$ cat src/rtl/tdc_result_packer.sv
// TDC result packer: buffers 40-bit measurement words in a FIFO and serialises
// each one as a 7-byte frame (sync, 5 data bytes, XOR checksum) onto a
// valid/ready byte stream. Words that arrive while the FIFO is full are dropped
// and counted.
module tdc_result_packer #(
    parameter int unsigned ADDR_W    = 4,
    parameter logic [7:0]  SYNC_BYTE = 8'hA5
) (
    input  logic              clk,
    input  logic              rst_n,
    input  logic [39:0]       meas_in,
    input  logic              meas_valid,
    output logic [7:0]        tx_data,
    output logic              tx_valid,
    input  logic              tx_ready,
    output logic [ADDR_W:0]   fifo_count,
    output logic              overflow,
    output logic [7:0]        drop_count,
    input  logic              clear_overflow
);

    localparam int unsigned DEPTH  = 2**ADDR_W;
    localparam int unsigned CNT_W  = ADDR_W + 1;
    localparam int unsigned MEAS_W = 40;
    localparam int unsigned IDX_W  = 3;

    localparam logic [0:0] S_IDLE = 1'b0;
    localparam logic [0:0] S_SEND = 1'b1;

    localparam logic [IDX_W-1:0] LAST_IDX = IDX_W'(6);

    logic [MEAS_W-1:0] mem [DEPTH];
    logic [ADDR_W-1:0] wr_ptr;
    logic [ADDR_W-1:0] rd_ptr;

    logic [0:0]        state_q, state_d;
    logic [IDX_W-1:0]  idx_q, idx_d;
    logic [MEAS_W-1:0] frame_q, frame_d;
    logic [7:0]        chk_q, chk_d;
    logic              tx_valid_d;
    logic [7:0]        tx_data_d;

    logic              fifo_empty_c;
    logic              fifo_full_c;
    logic              pop_c;
    logic              push_c;
    logic              drop_c;
    logic [MEAS_W-1:0] head_c;

    assign fifo_empty_c = (fifo_count == CNT_W'(0));
    assign fifo_full_c  = (fifo_count == CNT_W'(DEPTH));
    assign pop_c        = (state_q == S_IDLE) && !fifo_empty_c;
    assign push_c       = meas_valid && (!fifo_full_c || pop_c);
    assign drop_c       = meas_valid && fifo_full_c && !pop_c;
    assign head_c       = mem[rd_ptr];

    // Select one byte of the latched frame by its position in the frame
    function automatic logic [7:0] frame_byte(input logic [MEAS_W-1:0] w,
                                              input logic [7:0]        chk,
                                              input logic [IDX_W-1:0]  idx);
        logic [7:0] b;
        b = 8'h00;
        case (idx)
            IDX_W'(0): b = SYNC_BYTE;
            IDX_W'(1): b = w[39:32];
            IDX_W'(2): b = w[31:24];
            IDX_W'(3): b = w[23:16];
            IDX_W'(4): b = w[15:8];
            IDX_W'(5): b = w[7:0];
            IDX_W'(6): b = chk;
            default:   b = 8'h00;
        endcase
        return b;
    endfunction

    // FIFO storage; no reset needed, validity is tracked by the pointers
    always_ff @(posedge clk) begin
        if (push_c) begin
            mem[wr_ptr] <= meas_in;
        end
    end

    // FIFO pointers and occupancy
    always_ff @(posedge clk or negedge rst_n) begin
        if (!rst_n) begin
            wr_ptr     <= '0;
            rd_ptr     <= '0;
            fifo_count <= '0;
        end else begin
            if (push_c) begin
                wr_ptr <= ADDR_W'(wr_ptr + 1'b1);
            end
            if (pop_c) begin
                rd_ptr <= ADDR_W'(rd_ptr + 1'b1);
            end
            case ({push_c, pop_c})
                2'b10:   fifo_count <= CNT_W'(fifo_count + 1'b1);
                2'b01:   fifo_count <= CNT_W'(fifo_count - 1'b1);
                default: fifo_count <= fifo_count;
            endcase
        end
    end

    // Sticky overflow flag and saturating drop counter; a drop in the clear cycle survives the clear
    always_ff @(posedge clk or negedge rst_n) begin
        if (!rst_n) begin
            overflow   <= 1'b0;
            drop_count <= 8'h00;
        end else if (clear_overflow) begin
            overflow   <= drop_c;
            drop_count <= drop_c ? 8'h01 : 8'h00;
        end else if (drop_c) begin
            overflow   <= 1'b1;
            drop_count <= (drop_count == 8'hFF) ? 8'hFF : 8'(drop_count + 8'h01);
        end
    end

    // FSM state, frame register and registered stream outputs
    always_ff @(posedge clk or negedge rst_n) begin
        if (!rst_n) begin
            state_q  <= S_IDLE;
            idx_q    <= '0;
            frame_q  <= '0;
            chk_q    <= 8'h00;
            tx_valid <= 1'b0;
            tx_data  <= 8'h00;
        end else begin
            state_q  <= state_d;
            idx_q    <= idx_d;
            frame_q  <= frame_d;
            chk_q    <= chk_d;
            tx_valid <= tx_valid_d;
            tx_data  <= tx_data_d;
        end
    end

    // Next-state logic: latch and pop a word in IDLE, step through bytes on each handshake in SEND
    always_comb begin
        state_d    = state_q;
        idx_d      = idx_q;
        frame_d    = frame_q;
        chk_d      = chk_q;
        tx_valid_d = tx_valid;
        tx_data_d  = tx_data;
        case (state_q)
            S_IDLE: begin
                tx_valid_d = 1'b0;
                if (pop_c) begin
                    frame_d    = head_c;
                    chk_d      = head_c[39:32] ^ head_c[31:24] ^ head_c[23:16]
                               ^ head_c[15:8]  ^ head_c[7:0];
                    idx_d      = '0;
                    state_d    = S_SEND;
                    tx_valid_d = 1'b1;
                    tx_data_d  = SYNC_BYTE;
                end
            end
            S_SEND: begin
                tx_valid_d = 1'b1;
                if (tx_ready) begin
                    if (idx_q == LAST_IDX) begin
                        state_d    = S_IDLE;
                        tx_valid_d = 1'b0;
                    end else begin
                        idx_d     = IDX_W'(idx_q + 1'b1);
                        tx_data_d = frame_byte(frame_q, chk_q, IDX_W'(idx_q + 1'b1));
                    end
                end
            end
            default: begin
                state_d    = S_IDLE;
                tx_valid_d = 1'b0;
            end
        endcase
    end

endmodule

$ cat config.mk
export PLATFORM = sky130hd
export DESIGN_NAME = tdc_result_packer
export DESIGN_NICKNAME = d
export VERILOG_FILES = /design/src/rtl/tdc_result_packer.sv
export SDC_FILE = /design/constraint.sdc
export NUM_CORES = 1
export LEC_CHECK = 0
export BUFFER_PORTS_ARGS = -buffer_cell sky130_fd_sc_hd__buf_4
export CORE_ASPECT_RATIO = 0.9
export CORE_MARGIN = 3
export CORE_UTILIZATION = 62
export CTS_CLUSTER_DIAMETER = 50
export CTS_CLUSTER_SIZE = 40
export DETAILED_ROUTE_END_ITERATION = 12
export GPL_TIMING_DRIVEN = 0
export PLACE_DENSITY = 0.88
export RECOVER_POWER = 100
export SYNTH_ARGS = -nofsm -noshare
export SYNTH_HDL_FRONTEND = slang
export SYNTH_SLANG_ARGS = --single-unit
$ cat constraint.sdc
create_clock -name clk -period 15.2 [get_ports clk]
set_input_delay 3.04 -clock clk [delete_from_list [all_inputs] [get_ports clk]]
set_output_delay 3.04 -clock clk [all_outputs]
set_load 0.05 [all_outputs]
==> impl_metrics.tcl <==
set metrics [dict create \
    p_sw_share_pct 35.91 \
    num_vias 15407 \
    place.gp.congestion 0.8895 \
    reg2reg_depth 5 \
    cp_data_required_time_ps 15400 \
    leakagePower_nw 10.30 \
    placed_area_um2 30370 \
    cts_hold_buf 0 \
    ys.warnings.count 0 \
    powerDensity_nw_per_um2 198.3 \
    yosysMostFrequentCell "edfxtp_1" \
    slowest_stage "nor2_1" \
    setup_slack_ps 7416 \
    cts_buffers 45 \
    track_usage_pct 29.78 \
    nNetsFinal 1663 \
    vias_per_cell 6.872 \
    overflow 0 \
    drc 0 \
    cts_tree "built" \
    seq_power_share_pct 40.9 \
    r2r_setup_slack_ps 9500 \
    grt_pass1_wl_um 104000 \
    rsz0062_at_grt "false" \
    dp_slack_ps 9460 \
    async_flop_share_pct 11.36 \
    cp-start-kind "input pin" \
    maxSlewViolCount 505 \
    endpoint "mem[13][12]" \
    max_slew.worst_pin.slew_ps 4448 \
    yosysTopAreaCellShare_pct 67.48 \
    max_freq_mhz 128.5 \
    placedCellCount 2157 \
    endpoint_kind "flop" \
    clock_path_buffers 3 \
    cts.sinks 722 \
    relSlewSlack_pct -196.5 \
    fin_setup_tns_ps 0 \
    yosysTopAreaCell "edfxtp_1" \
    post-route-period-util_pct 51.21 \
    skew_ps 36.07 \
    violations "max-capacitance violations, max-slew violations" \
    final_cells 2242 \
    p_sw_mw 2.232 \
    die_h_um 209.3 \
    root_buffer "clkbuf_16" \
    fp.dieW_um 231.9 \
    drt-pass1-iter-count 8 \
    routedWlPerCell_um 31.46 \
    finalHoldViolations 0 \
    ios 68 \
    finalInstanceArea_um2 31330 \
    synth_area_um2 28480 \
    setup-violations-final 0 \
    ir_drop_mv 0.1292 \
    core_area_um2 44760 \
    crit_chain "clkbuf_1 > inv_1 > a31oi_1 > nand3_1 > nor2_1 > clkbuf_1" \
    cp_max_fo 21 \
    p_clk_share_pct 22.6 \
    timing.rr.end "mem[13][12]" \
    synthFlopType "edfxtp_1" \
    status "finished with violations" \
    synth_common_cells "640 x edfxtp_1, 161 x mux4_2, 113 x nand2_1" \
    portBuffers 66 \
    crit_start "meas_valid" \
    clkTransAtPathRegs_ps 80 \
    die_area_um2 48540 \
    synth_edf_count 640 \
    initial_core_util_pct 63.63 \
    grt_pass1_vias 15745 \
    post_cts_resize_count 0 \
    cts_setup_buffers 0 \
    min_period_ps 7784 \
    postRouteWirelength_um 70530 \
    syn-num-nets 1506 \
    drv_cap 20 \
    holdWs_ps 495.1 \
    first_iter_violations 2413 \
    ys_ff_latch 722 \
    antenna_found_initial 2 \
    ant_nets 0 \
    clock_latency_ps 630 \
    synth_cell_types 50 \
    postSynthCellCount 1447 \
    critical_path_class "in -> reg" \
    p_int_mw 3.982 \
    critPathMaxStageDelay_ps 2230 \
    drive_gt1_share_pct 18.71 \
    comb_power_share_pct 36.5 \
    num_rows 73 \
    dp_hpwl_um 44310 \
    syn_area_per_cell_um2 19.68 \
    cpMostUsedCell "clkbuf_1" \
    ys_seq_area_share_pct 74.69 \
    syn_to_final_growth_pct 10.03 \
    worstReg2RegStart "fifo_count[1]" \
    grt_max_degree 83 \
    num-fill-cells 2690 \
    hp-class "reg -> reg" \
    ys_top_cells_by_area "edfxtp_1 67%, mux4_2 13%, dfrtp_1 7.2%" \
    cts_max_level 2 \
    worstPathArrival_ps 7980 \
    hp-start "frame_q[19]" \
]
[flip-flops by register name (all words and copies together) (netlist names)]
name,count
chk_q,8
drop_count,8
rd_ptr,4
tx_data,8
overflow,1
wr_ptr,4
fifo_count,5
state_q,1
mem,640
idx_q,3
frame_q,40
[placed cells by master, fill, tap and decap left out, types with 6 or more instances in the layout]
master,instances
mux4_2,161
clkbuf_16,47
nor2b_1,7
nor2_1,43
o21ai_0,39
ha_1,14
edfxtp_1,640
inv_12,8
nand3_1,16
xor2_1,13
mux2i_1,35
inv_1,19
a221oi_1,14
a211oi_1,6
clkbuf_1,142
clkinv_8,9
mux2_2,20
a222oi_1,6
xnor2_1,34
buf_4,15
nand2_1,113
a21oi_1,25
buf_6,10
buf_2,12
dfrtp_1,82
a22oi_1,22
nor4_1,6
[worst max-delay path: cells and delay by family]
family	cells	cell delay, ps
buffers and inverters	3	1810
and+or+nand+nor	2	2520
AOI/OAI and AO/OA	1	590
[metrics by stage]
step           power, mW  utilization (%)
2_1_floorplan      4.090                -
3_3_place_gp       4.704            66.42
3_5_place_dp       4.837            67.85
4_1_cts            6.257            71.66
5_1_grt            6.421            70.01
6_report           6.214            70.01
[layout make-up]
class	instances	area (µm²)	share of cell area [%]
inverters	20	75.07	0.2396
plain buffers	73	420.4	1.342
multi-input cells	632	6696	21.37
clock inverters	37	529.3	1.689
flip-flops and latches	722	21270	67.88
diodes	1	2.502	0.007986
repair buffers	110	412.9	1.318
well taps	600	750.7	2.396
clock buffers	47	1176	3.754
[how the worst min path moves through the flow]
| stage | depth (start not counted) | slack, ps | endpoint |
|---|---|---|---|
| 6_report | 2 | 500 | frame_q[19] |
| 5_1_grt | 2 | 520 | frame_q[31] |
| 4_1_cts | 2 | 490 | frame_q[19] |
| 3_5_place_dp | 2 | 470 | frame_q[19] |
| 3_3_place_gp | 2 | 460 | frame_q[14] |
| 2_1_floorplan | 2 | 440 | frame_q[15] |
[power by group through the flow]
stage	sequential (mW)	combinational, mW	clock (mW)
CTS	2.53	2.32	1.41
global route	2.56	2.38	1.48
floorplan	2.60	1.49	0
finish	2.54	2.27	1.40
detailed placement	2.57	2.27	0
global placement	2.58	2.13	0
[routing by layer]
metal	global-route usage, %	part of all wire [%]	vias to the layer above	wire length (µm)
met4	11.39	4.4	2	3099
met1	42.22	36	7870	25420
met2	46.58	47	1171	33450
met3	6.447	12	227	8547
li1	-	-	6137	-
met5	0	0.017	-	12
[cell families after synthesis]
group,share of synthesized area (%)
compound gates,3.418
xor+xnor,1.525
fa+ha+maj,0.6151
simple gates,3.163
buf+inv,1.797
flops,74.69
mux,14.79
Power figures use the tool's default switching activity.
